[src/rtl/debug_wb_arbiter.sv]
// Two-master round-robin Wishbone arbiter in front of the debug_regs slave, with a no-ack watchdog.
// Grant is registered (1-cycle request latency), data path is combinational; a stalled master sees ack=0.
module debug_wb_arbiter #(
  parameter int unsigned TIMEOUT_CYCLES = 16,
  parameter logic [31:0] TIMEOUT_DATA   = 32'hDEADBEEF
) (
  input  logic        wb_clk_i,
  input  logic        wb_rst_i,
  input  logic        m0_cyc_i,
  input  logic        m0_stb_i,
  input  logic        m0_we_i,
  input  logic [3:0]  m0_sel_i,
  input  logic [31:0] m0_adr_i,
  input  logic [31:0] m0_dat_i,
  output logic        m0_ack_o,
  output logic [31:0] m0_dat_o,
  input  logic        m1_cyc_i,
  input  logic        m1_stb_i,
  input  logic        m1_we_i,
  input  logic [3:0]  m1_sel_i,
  input  logic [31:0] m1_adr_i,
  input  logic [31:0] m1_dat_i,
  output logic        m1_ack_o,
  output logic [31:0] m1_dat_o,
  output logic        s_cyc_o,
  output logic        s_stb_o,
  output logic        s_we_o,
  output logic [3:0]  s_sel_o,
  output logic [31:0] s_adr_o,
  output logic [31:0] s_dat_o,
  input  logic        s_ack_i,
  input  logic [31:0] s_dat_i,
  output logic [1:0]  grant_o,
  output logic        timeout_o
);

  typedef enum logic [1:0] {IDLE, GNT0, GNT1} state_t;

  localparam logic [7:0] LP_CNT_MAX = 8'(TIMEOUT_CYCLES - 1);

  state_t     r_state, w_state_nxt;
  logic       r_last_grant, w_last_grant_nxt;  // 0 = m0, 1 = m1
  logic [7:0] r_cnt, w_cnt_nxt;
  logic       r_to_pend, w_to_pend_nxt;        // forced-termination cycle
  logic       r_timeout;

  logic w_req0, w_req1;
  assign w_req0 = m0_cyc_i & m0_stb_i;
  assign w_req1 = m1_cyc_i & m1_stb_i;

  always_ff @(posedge wb_clk_i) begin
    if (wb_rst_i) begin
      r_state      <= IDLE;
      r_last_grant <= 1'b1;
      r_cnt        <= 8'd0;
      r_to_pend    <= 1'b0;
      r_timeout    <= 1'b0;
    end else begin
      r_state      <= w_state_nxt;
      r_last_grant <= w_last_grant_nxt;
      r_cnt        <= w_cnt_nxt;
      r_to_pend    <= w_to_pend_nxt;
      if (w_to_pend_nxt) r_timeout <= 1'b1;
    end
  end

  always_comb begin
    w_state_nxt      = r_state;
    w_last_grant_nxt = r_last_grant;
    w_cnt_nxt        = 8'd0;
    w_to_pend_nxt    = 1'b0;
    case (r_state)
      IDLE: begin
        if (w_req0 && w_req1) w_state_nxt = r_last_grant ? GNT0 : GNT1;
        else if (w_req0)      w_state_nxt = GNT0;
        else if (w_req1)      w_state_nxt = GNT1;
      end
      GNT0: begin
        if (!m0_cyc_i) begin
          w_last_grant_nxt = 1'b0;
          w_state_nxt      = w_req1 ? GNT1 : IDLE;
        end
      end
      GNT1: begin
        if (!m1_cyc_i) begin
          w_last_grant_nxt = 1'b1;
          w_state_nxt      = w_req0 ? GNT0 : IDLE;
        end
      end
      default: w_state_nxt = IDLE;
    endcase
    // A genuine ack in the limit cycle wins; a grant change restarts the count.
    if (r_state != IDLE && w_state_nxt == r_state && s_stb_o && !s_ack_i) begin
      if (r_cnt == LP_CNT_MAX) w_to_pend_nxt = 1'b1;
      else                     w_cnt_nxt     = r_cnt + 8'd1;
    end
  end

  always_comb begin
    s_cyc_o  = 1'b0;
    s_stb_o  = 1'b0;
    s_we_o   = 1'b0;
    s_sel_o  = 4'd0;
    s_adr_o  = 32'd0;
    s_dat_o  = 32'd0;
    m0_ack_o = 1'b0;
    m0_dat_o = 32'd0;
    m1_ack_o = 1'b0;
    m1_dat_o = 32'd0;
    grant_o  = 2'b00;
    case (r_state)
      GNT0: begin
        grant_o  = 2'b01;
        s_cyc_o  = m0_cyc_i & ~r_to_pend;
        s_stb_o  = m0_stb_i & ~r_to_pend;
        s_we_o   = m0_we_i;
        s_sel_o  = m0_sel_i;
        s_adr_o  = m0_adr_i;
        s_dat_o  = m0_dat_i;
        m0_ack_o = r_to_pend | s_ack_i;
        m0_dat_o = r_to_pend ? TIMEOUT_DATA : s_dat_i;
      end
      GNT1: begin
        grant_o  = 2'b10;
        s_cyc_o  = m1_cyc_i & ~r_to_pend;
        s_stb_o  = m1_stb_i & ~r_to_pend;
        s_we_o   = m1_we_i;
        s_sel_o  = m1_sel_i;
        s_adr_o  = m1_adr_i;
        s_dat_o  = m1_dat_i;
        m1_ack_o = r_to_pend | s_ack_i;
        m1_dat_o = r_to_pend ? TIMEOUT_DATA : s_dat_i;
      end
      default: ;
    endcase
  end

  assign timeout_o = r_timeout;

endmodule

[config.mk]
export PLATFORM = sky130hd
export DESIGN_NAME = debug_wb_arbiter
export DESIGN_NICKNAME = d
export VERILOG_FILES = /design/src/rtl/debug_wb_arbiter.sv
export SDC_FILE = /design/constraint.sdc
export NUM_CORES = 1
export LEC_CHECK = 0
export ABC_AREA = 1
export CORE_AREA = 2 2 123 125
export CTS_CLUSTER_SIZE = 40
export DETAILED_ROUTE_END_ITERATION = 6
export DIE_AREA = 0 0 125 127
export PLACE_DENSITY_LB_ADDON = 0.25
export SYNTH_ARGS = -nofsm -noshare
export SYNTH_HDL_FRONTEND = slang
export SYNTH_SLANG_ARGS = --single-unit
[constraint.sdc]
create_clock -name wb_clk_i -period 2.83 [get_ports wb_clk_i]
set_input_delay 0.849 -clock wb_clk_i [delete_from_list [all_inputs] [get_ports wb_clk_i]]
set_output_delay 0.849 -clock wb_clk_i [all_outputs]
set_load 0.01 [all_outputs]
# [Word level (Yosys, flattened, before mapping)]
# Cells that the tools add are included.
[op_classes] n_addsub=1 n_eq_ne=6 n_mux=26 bitwise=9 reduce_logical=10
[op_table] operator="$pmux W32 S2" count=2
[op_table] operator="$mux W32" count=3
[op_table] operator="$mux W2" count=7
[op_table] operator="$add A8 B1 Y8 const B" count=1
[op_table] operator="$eq A8 B4 Y1 const B" count=1
[op_table] operator="$pmux W1 S2" count=4
[op_table] operator="$pmux W4 S2" count=1
[op_table] operator="$mux W1" count=7
[op_table] operator="$and A1 B1 Y1" count=6
[op_table] operator="$pmux W2 S3" count=1
[op_table] operator="$logic_and A1 B1 Y1" count=4
[op_table] operator="$ne A2 B2 Y1 const B" count=2
[op_table] operator="$pmux W2 S2" count=1
[op_table] operator="$reduce_bool A2 Y1" count=2
[op_table] operator="$reduce_and A3 Y1" count=1
[op_table] operator="$reduce_or A3 Y1" count=1
[op_table] operator="$eq A2 B1 Y1 const B" count=1
[op_table] operator="$eq A2 B2 Y1" count=1
[op_table] operator="$eq A2 B2 Y1 const B" count=1
[op_table] operator="$logic_not A2 Y1" count=1
[op_table] operator="$not A1 Y1" count=2
[op_table] operator="$logic_not A1 Y1" count=1
[op_table] operator="$or A1 B1 Y1" count=1
[totals] register_bits=13 elab_cells=57

# [Longest topological paths before layout]
# Gate-level depths: netlist of run 1.
[depth] word_depth=11 depth_mapped=14

# [Worst setup path before layout of run 1]
# OpenSTA, ideal clock, no wires.
[synth_timing] kind="reg-to-output" startpoint="register r_state[1]" endpoint="output s_dat_o[21]" arrival_time_ns=1.540 required_ns=1.981 slack_ns=0.441 stages_incl_launch_ff=8 cell_sequence="dfxtp_1 inv_1 ha_1 buf_6 buf_2 buf_1 nand2_1 a21oi_1"
[synth_via] elab_chain_len=2 elab_cells_between_ends=3
[synth_lines] element="start: declaration" line_no="41" text="state_t r_state, w_state_nxt;"
[synth_lines] element="start signal: assignment" line_no="59" text="r_state <= w_state_nxt;"
[synth_lines] element="$eq A2 B2 Y1 or $eq A2 B1 Y1 (tied branches)" line_no="111" text="case (r_state)"
[synth_lines] element="$pmux W32 S2 *" line_no="111"
[synth_lines] element="end: declaration" line_no="30" text="output logic [31:0] s_dat_o,"
# Mark *: on every way between the ends. The rest lies on a longest branch, timed or not.

# [Worst setup path after layout of run 1]
[layout_timing] startpoint="input m0_adr_i[1]" endpoint="output s_adr_o[1]"
[layout_via] elab_chain_len=1
[layout_lines] element="start: declaration" line_no="13" text="input logic [31:0] m0_adr_i,"
[layout_lines] element="$pmux W32 S2" line_no="111"
[layout_lines] element="end: declaration" line_no="29" text="output logic [31:0] s_adr_o,"
# Every way passes these cells.

==> impl_metrics.json, run 1 <==
{
  "status": "finished clean",
  "swShare": 0.352,
  "cp_num_cells": 4,
  "synth-adder-area-share": 0.0281,
  "path_max_fanout": 1,
  "hold_buffers": 0,
  "cts_tree": "done",
  "power_mw": 1.25,
  "design_area_um2": 5700,
  "yosys.area.top_type": "nand2_1",
  "finalSetupTns_ns": 0,
  "synth.avg_cell_area_um2": 4.96,
  "rsz0062_at_grt": "false",
  "placed_cell_area_um2": 5760,
  "synth.mux.area_fraction": 0,
  "clock_sinks": 13,
  "yosys.area_share.xor_xnor": 0.0236,
  "numCtsBuffers": 3,
  "worstMarginPinSlew_ns": 0.362,
  "rows": 44,
  "r2r_slack_ns": 0.84,
  "fin_crit_ns": 2.71,
  "place_ws_ns": -0.419,
  "grt_max_degree": 40,
  "pwr-share-seq": 0.152,
  "first_iter_violations": 85,
  "r2r_start": "r_state[0]",
  "arrival_ns": 1.86,
  "drive_gt1_frac": 0.0605,
  "ios": 317,
  "ant_nets": 0,
  "place_congestion": 0.782,
  "crit_slowest_cell": "clkdlybuf4s50_1",
  "path_buf_inv": 2,
  "final.period_utilization": 0.959,
  "num_vias": 3935,
  "wl_per_cell_um": 13.7,
  "clockPowerShare": 0.207,
  "die_h_um": 127,
  "reg2reg_depth": 15,
  "synth_top_family_by_area": "simple AND/OR/NAND/NOR gates",
  "antenna_found_initial": 1,
  "synthesis.area_um2": 2230,
  "hold_depth": 1,
  "grt_pass1_wl_mm": 19.9,
  "grt_pass1_vias": 3716,
  "yosysSeqAreaShare": 0.117,
  "initial_core_util": 0.154,
  "nFillCells": 1608,
  "path_clk_slew_ns": 0.04,
  "worstSetupPathType": "in2out",
  "peakVddDrop_mv": 0.152,
  "clock_path_buffers": 2,
  "fmax_mhz": 369,
  "portBuffers": 316,
  "relSlewSlack": 0.756,
  "drc": 0,
  "syn_inst": 449,
  "ys.warnings.count": 0,
  "dp_hpwl_mm": 10.8,
  "required_ns": 1.98,
  "p_leak_nw": 2.76,
  "area_growth_pct": 156,
  "end_kind": "output port",
  "cp_top_family": "buffers and inverters",
  "setup_viol": 0,
  "synth-compound-area-share": 0.288,
  "synth_area_leaders": "nand2_1, a21oi_1, dfxtp_1",
  "hold_class": "reg2reg",
  "p_int_uw": 813,
  "crit_path_start_kind": "input pin",
  "core_region_area_um2": 14400,
  "worstSkewPairLatency_ns": 0.24,
  "timing.rr.end": "r_cnt[7]",
  "drt-total-wl_mm": 13.0,
  "cts_setup_buffers": 0,
  "synth_top_area_frac": 0.276,
  "endpoint": "s_adr_o[1]",
  "fp.dieArea_um2": 15900,
  "drv_slew": 0,
  "max_cap_violations": 0,
  "p_switching_uw": 441,
  "crit_path_cell_trace": "clkdlybuf4s50_1 -> nand2_1 -> a21oi_1 -> dlygate4sd2_1",
  "max_stage_delay_ns": 0.45,
  "p_per_area_nw_per_um2": 220,
  "track_usage": 0.151,
  "overflow": 0,
  "h-tree-depth": 1,
  "drt-pass1-iter-count": 4,
  "die_x_um": 125,
  "ys_ff_latch": 13,
  "hold_viol_final": 0,
  "synth-simple-area-share": 0.376,
  "p_comb_frac": 0.640,
  "vias_per_cell": 4.16,
  "yosysUniqueCellTypes": 29,
  "setup_ws_ns": 0.117,
  "skew_ns": 0.00128,
  "layout.nets": 943,
  "crit_path_start": "m0_adr_i[1]",
  "ctsRootBufferMaster": "clkbuf_16",
  "syn-num-nets": 631
}
## repair_timing
item / in CTS / in global routing
resized for setup: 149 / 4
setup endpoints to repair: 137 / 2
pin swaps: 0 / 1
cloned: 0 / 0
## synthesized netlist by cell type
library cell,number
clkinv_1,2
clkinv_2,1
nor4_1,2
nor2_4,1
buf_1,1
xnor2_1,3
inv_4,1
nor3b_1,1
inv_1,50
nor2_1,12
nor2_2,1
dfxtp_1,13
buf_4,1
o21ai_1,1
a21boi_0,1
a21oi_1,122
xor2_1,3
clkbuf_1,30
buf_6,3
nand2_2,1
nand2_1,164
nand3b_1,1
nand3_2,1
ha_1,5
o21ai_0,2
nor3_1,17
buf_2,2
nand3_1,6
a211oi_1,1
## sequential cells by signal (all words and copies together), names as in the netlist
register and count:
r_cnt 8, r_last_grant 1, r_state 2, r_to_pend 1, timeout_o 1
## cell type report
type	instances	area, um^2	area share
clock buffer	4	78.8	0.0138
inverter	54	209	0.0367
sequential	13	260	0.0457
antenna	1	2.50	0.000439
multi-input combinational	345	1630	0.286
tap	184	230	0.0404
timing repair buffer	344	3290	0.577
## cell usage in the layout (no fill, tap or decap), types with 2 or more instances in the layout
master,n
a21oi_2,2
ha_4,2
o21ai_0,2
buf_6,2
clkbuf_16,3
buf_12,7
inv_4,2
dlygate4sd2_1,135
nand3_1,6
clkdlybuf4s50_1,178
nor3_1,17
ha_1,2
dfxtp_1,13
nand2_1,164
xor2_1,3
nor4_1,2
a21oi_1,120
xnor2_1,3
buf_4,19
nor2_1,12
inv_1,49
## stage by stage
stage          hold slack [ns]  utilization  cells
6_report                 0.444        0.395    945
5_1_grt                  0.481        0.395    945
4_1_cts                  0.451        0.396    944
3_5_place_dp             0.442        0.399    940
3_3_place_gp             0.433        0.399    940
2_1_floorplan            0.418            -    449
## worst min-delay path by stage
stage,start,end
after floorplan,r_cnt[0],r_cnt[0]
after global placement,r_cnt[0],r_cnt[0]
after detailed placement,r_cnt[0],r_cnt[0]
after CTS,r_cnt[0],r_cnt[0]
after global routing,timeout_o,timeout_o
final,r_cnt[0],r_cnt[0]
## per-layer routing
layer | global-route usage | part of all wire
met1 | 0.180 | 0.39
met2 | 0.277 | 0.50
met3 | 0.0406 | 0.090
met4 | 0.0209 | 0.014
met5 | 0 | 0
## kinds of logic after synthesis
family,Yosys count
flops,13
compound gates,127
buf+inv,91
xor+xnor,6
fa+ha+maj,5
simple gates,207
## power by group through the flow
stage	Sequential (mW)	Clock (mW)	Combinational (mW)
after global routing	0.191	0.279	0.881
final	0.191	0.260	0.803
after floorplan	0.195	0	0.301
after global placement	0.194	0	0.866
after CTS	0.191	0.268	0.817
after detailed placement	0.194	0	0.862
Note: power is estimated with default switching activity, not from simulation.
==> run 2: changes to the inputs <==
--- a/config.mk
+++ b/config.mk
@@ -10,6 +10,7 @@
 export CTS_CLUSTER_SIZE = 40
 export DETAILED_ROUTE_END_ITERATION = 6
 export DIE_AREA = 0 0 125 127
+export GPL_TIMING_DRIVEN = 0
 export PLACE_DENSITY_LB_ADDON = 0.25
 export SYNTH_ARGS = -nofsm -noshare
 export SYNTH_HDL_FRONTEND = slang
==> run 2 against run 1 <==
- the run now ends with setup timing left
- wire length rose by 9.8%
- sequential power is 2% higher
- core utilization increased by 0.27 points
- count of clock-buffer cells in the layout stayed put
- largest cell class unchanged
- first-iteration DRC count is 14% lower
- largest power group unchanged
- combinational power up 0.6%
- critical path type unchanged
- global-route usage rose by 1.5 points
- hold slack improved by 0.0047 ns
- cell count is 1.1% higher
- total power rose by 0.93%
==> impl_metrics.json, run 2 (same netlist as run 1, synthesis figures left out) <==
{
  "skew_ns": 0.00266,
  "first_iter_violations": 73,
  "crit_path_cell_trace": "clkdlybuf4s50_1 -> nand2_1 -> a21oi_1 -> clkdlybuf4s50_1",
  "violations": "setup timing",
  "core_region_area_um2": 14400,
  "wl_per_cell_um": 14.9,
  "ctsRootBufferMaster": "clkbuf_16",
  "portBuffers": 316,
  "end_kind": "output port",
  "regMostFlops": "r_cnt",
  "drt-total-wl_mm": 14.3,
  "crit_top_cell": "clkdlybuf4s50_1",
  "track_usage": 0.166,
  "design_area_um2": 5740,
  "p_int_uw": 807,
  "layout.nets": 954,
  "max_cap_violations": 0,
  "numCtsBuffers": 3,
  "p_switching_uw": 458,
  "drc": 0,
  "crit_slowest_cell": "clkdlybuf4s50_1",
  "drv_slew": 0,
  "grt_pass1_vias": 3940,
  "num_vias": 3997,
  "h-tree-depth": 1,
  "reg_top3": "r_cnt x8, r_state x2",
  "cp_top_family": "buffers and inverters",
  "area_growth_pct": 158,
  "p_leak_nw": 2.73,
  "ios": 317,
  "hold_viol_final": 0,
  "worstSkewPairLatency_ns": 0.24,
  "peakVddDrop_mv": 0.159,
  "die_x_um": 125,
  "ant_nets": 0,
  "clockPowerShare": 0.207,
  "utilization": 0.398,
  "dp_cells": 949,
  "clock_sinks": 13,
  "required_ns": 1.98,
  "drt-pass1-iter-count": 4,
  "p_comb_frac": 0.639,
  "grt_max_degree": 11,
  "layout_commonest_cell": "clkdlybuf4s50_1",
  "cts_tree": "done",
  "max_stage_delay_ns": 0.56,
  "clock_path_buffers": 2,
  "swShare": 0.362,
  "overflow": 0,
  "nFillCells": 1627,
  "stdcell_count": 955,
  "final_cell_mix": "clkdlybuf4s50_1, nand2_1, a21oi_1, dlygate4sd2_1, inv_1",
  "grt_pass1_wl_mm": 21.3,
  "status": "finished, violations left",
  "setup_ws_ns": -0.0819,
  "placed_cell_area_um2": 5620,
  "fmax_mhz": 343,
  "relSlewSlack": 0.649,
  "final.period_utilization": 1.03,
  "place_ws_ns": -0.478,
  "largest_reg_flops": 8,
  "setup_viol": 7,
  "pwr-share-seq": 0.154,
  "worstSetupPathType": "in2out",
  "place_congestion": 0.805,
  "path_clk_slew_ns": 0.04,
  "crit_path_start_kind": "input pin",
  "worstMarginPinSlew_ns": 0.527,
  "antenna_found_initial": 0,
  "arrival_ns": 2.06,
  "rsz0062_at_grt": "true",
  "vias_per_cell": 4.19,
  "rows": 44,
  "initial_core_util": 0.154,
  "num_antenna_cells": 0,
  "hold_class": "reg2reg",
  "fin_crit_ns": 2.91,
  "die_h_um": 127,
  "fp.dieArea_um2": 15900,
  "dp_hpwl_mm": 12.0,
  "drive_gt1_frac": 0.0856,
  "path_buf_inv": 2,
  "path_max_fanout": 1,
  "p_per_area_nw_per_um2": 220
}
==> run 2: cell types whose count changed in the layout (fill, tap and decap cells not counted), sizes merged <==
cell / change
buf: -14
clkbuf: +28
clkdlybuf4s15: +7
clkdlybuf4s50: +7
clkinv: +1
diode: -1
dlygate4sd2: -19
dlymetal6s2s: +2
inv: -1
==> run 2: worst paths after layout <==
kind	depth (start not counted)	slack, ns	endpoint	startpoint
worst max-delay path	4	-0.08	s_adr_o[19]	m0_adr_i[19]
worst min-delay path	1	0.45	r_cnt[0]	r_cnt[0]
worst max register to register	16	0.74	r_cnt[0]	r_state[0]
worst min register to register	1	0.45	r_cnt[0]	r_cnt[0]
==> run 2: layout make-up <==
class | count | area, um^2 | share of cell area
repair buffers | 318 | 3020 | 0.526
well taps | 184 | 230 | 0.0401
multi-input cells | 345 | 1650 | 0.287
inverters | 54 | 219 | 0.0382
flip-flops and latches | 13 | 263 | 0.0458
clock buffers | 4 | 78.8 | 0.0137
plain buffers | 37 | 282 | 0.0491
==> run 2: power groups by stage <==
| stage | registers (mW) | clock network [mW] | logic (mW) |
|---|---|---|---|
| detailed placement | 0.196 | 0 | 0.821 |
| global placement | 0.196 | 0 | 0.825 |
| CTS | 0.195 | 0.273 | 0.816 |
| floorplan | 0.195 | 0 | 0.301 |
| global route | 0.195 | 0.280 | 0.886 |
| finish | 0.195 | 0.261 | 0.808 |
==> run 2: repair_timing <==
action,CTS,global route
gates resized for setup,214,17
gates cloned,0,0
buffers inserted,2,0
endpoints found under the setup margin,137,22
hold buffers,0,0
==> run 2: metrics by stage <==
stage	setup TNS (ns)	power, mW	hold WS [ns]
floorplan	0	0.496	0.418
global placement	-30.38	1.02	0.435
detailed placement	-25.90	1.02	0.445
CTS	-0.835	1.28	0.454
global route	-0.965	1.36	0.478
finish	-0.453	1.27	0.449
==> run 2: worst register-to-register path: cells and delay by family, from the launching register on <==
kind,cells,cell delay [ns]
AND/OR/NAND/NOR,10,0.87
buffers and inverters,5,0.54
adder cells (fa/ha/maj),1,0.21
flip-flops,1,0.40
==> run 2: routing by layer <==
layer	wire (um)	GRT usage
met4	153	0.0222
met2	7500	0.320
met5	0	0
met1	5370	0.185
met3	1240	0.0448
==> run 3: changes to the inputs <==
--- a/config.mk
+++ b/config.mk
@@ -6,6 +6,7 @@
 export NUM_CORES = 1
 export LEC_CHECK = 0
 export ABC_AREA = 1
+export CAP_MARGIN = 20
 export CORE_AREA = 2 2 123 125
 export CTS_CLUSTER_SIZE = 40
 export DETAILED_ROUTE_END_ITERATION = 6
==> results of run 3 <==
Same layout as run 2: the final DEF is identical, and so are final timing and power.
==> variant (settings of run 1) <==
Encoding of `state_t`: now one-hot (3 bits for 3 states).
--- a/src/rtl/debug_wb_arbiter.sv
+++ b/src/rtl/debug_wb_arbiter.sv
@@ -34,7 +34,7 @@
   output logic        timeout_o
 );
 
-  typedef enum logic [1:0] {IDLE, GNT0, GNT1} state_t;
+  typedef enum logic [2:0] {IDLE = 3'b001, GNT0 = 3'b010, GNT1 = 3'b100} state_t;
 
   localparam logic [7:0] LP_CNT_MAX = 8'(TIMEOUT_CYCLES - 1);
 
Behaviour: no difference found for any inputs over 10 cycles, from zero or initial values and one cycle with wb_rst_i high; not proved beyond that.
==> variant against run 1 <==
  * Power shrank 28%
  * Cell area shrank 5.5%
  * Area after synthesis shrank 13%
  * Setup slack lost 0.071 ns
  * Utilization shrank 2.2 points
  * Sequential cell count grew 1
  * Final cell count shrank 16%
  * Routed wire length grew 9.7%
  * Via count shrank 12%
==> variant: results <==
export IMPL_grt_pass1_vias=3484
export IMPL_startpoint="s_dat_i[4]"
export IMPL_clock_skew_ns=0.000946
export IMPL_status="completed"
export IMPL_dpl_worst_slack_ns=-0.293
export IMPL_netlist_top_cells_area="a22o_1, dfxtp_1, a21oi_1"
export IMPL_grt_max_degree=72
export IMPL_drtIter0Drc=110
export IMPL_cp_endpoint="m1_dat_o[4]"
export IMPL_rr_worst_depth=6
export IMPL_r2r_end="r_cnt[5]"
export IMPL_synth_common_cells="a22o_1, a21oi_1, inv_1"
export IMPL_drive_gt1_frac=0.0607
export IMPL_nets=790
export IMPL_nFillCells=1549
export IMPL_r2r_slack_ns=1.22
export IMPL_dp_hpwl_um=11200
export IMPL_reg_largest_list="r_cnt (8), r_state (3)"
export IMPL_drt_wl_total_um=14300
export IMPL_antenna_found_initial=0
export IMPL_holdWs_ns=0.456
export IMPL_gp_congestion=0.931
export IMPL_diodes=0
export IMPL_worst_pin_slew_ns=0.287
export IMPL_gr_usage_all_layers=0.159
export IMPL_via_per_inst=4.36
## variant: changes by cell type after synthesis, moves of 6 or more
| cell | change |
|---|---|
| clkbuf_1 | -22 |
| a21oi_1 | -71 |
| buf_2 | +16 |
| nand3_1 | +6 |
| nand2_1 | -147 |
| nor3_1 | +9 |
| a22o_1 | +69 |
## variant: power by group through the flow
stage / logic, uW / clock network [uW] / registers [uW]
final: 435 / 256 / 206
after CTS: 432 / 262 / 206
after global placement: 448 / 0 / 209
after global routing: 463 / 273 / 206
after detailed placement: 449 / 0 / 209
after floorplan: 102 / 0 / 209
## variant: worst max-delay path, delay by kind of cell
family / cells / cell delay, ns
buf+inv: 4 / 0.93
simple gates: 1 / 0.15
## variant: kinds of logic after synthesis
logic type / count (synthesis) / share of synthesized area
compound gates: 124 / 0.459
xor+xnor: 5 / 0.0226
fa+ha+maj: 1 / 0.00646
buf+inv: 78 / 0.171
flops: 14 / 0.145
simple gates: 77 / 0.197
## variant: worst min-delay path by stage
stage	to	from	cells past startpoint
CTS	r_cnt[0]	r_cnt[0]	1
floorplan	r_cnt[0]	r_cnt[0]	1
global placement	r_cnt[0]	r_cnt[0]	1
detailed placement	timeout_o	timeout_o	2
finish	timeout_o	timeout_o	2
global route	r_cnt[0]	r_cnt[0]	1
## variant: layout make-up
type                       instances  share of cell area
inverter                          49              0.0346
clock buffer                       3              0.0139
multi-input combinational        207               0.248
tap                              184              0.0428
sequential                        14              0.0520
timing repair buffer             337               0.609
## variant: routing by layer
| metal | global-route usage | up-vias | routed length, um | part of all wire |
|---|---|---|---|---|
| li1 | - | 1693 | - | - |
| met1 | 0.197 | 1626 | 5980 | 0.42 |
| met2 | 0.295 | 133 | 7260 | 0.51 |
| met3 | 0.0335 | 8 | 938 | 0.066 |
| met4 | 0.0131 | 0 | 79 | 0.0055 |
| met5 | 0 | - | 0 | 0 |
## variant: repair_timing
item,in CTS,in global routing
gates cloned,0,2
gates resized for setup,130,16
buffers inserted,0,1
endpoints found under the hold margin,0,0
setup endpoints to repair,130,11
## variant: metrics by stage
stage	area, um^2	utilization	cells	setup TNS (ns)
finish	5390	0.373	794	0
global route	5390	0.373	794	-0.00188
global placement	5380	0.373	788	-8.08
detailed placement	5380	0.373	788	-8.05
CTS	5290	0.367	791	0
floorplan	1940	-	299	0
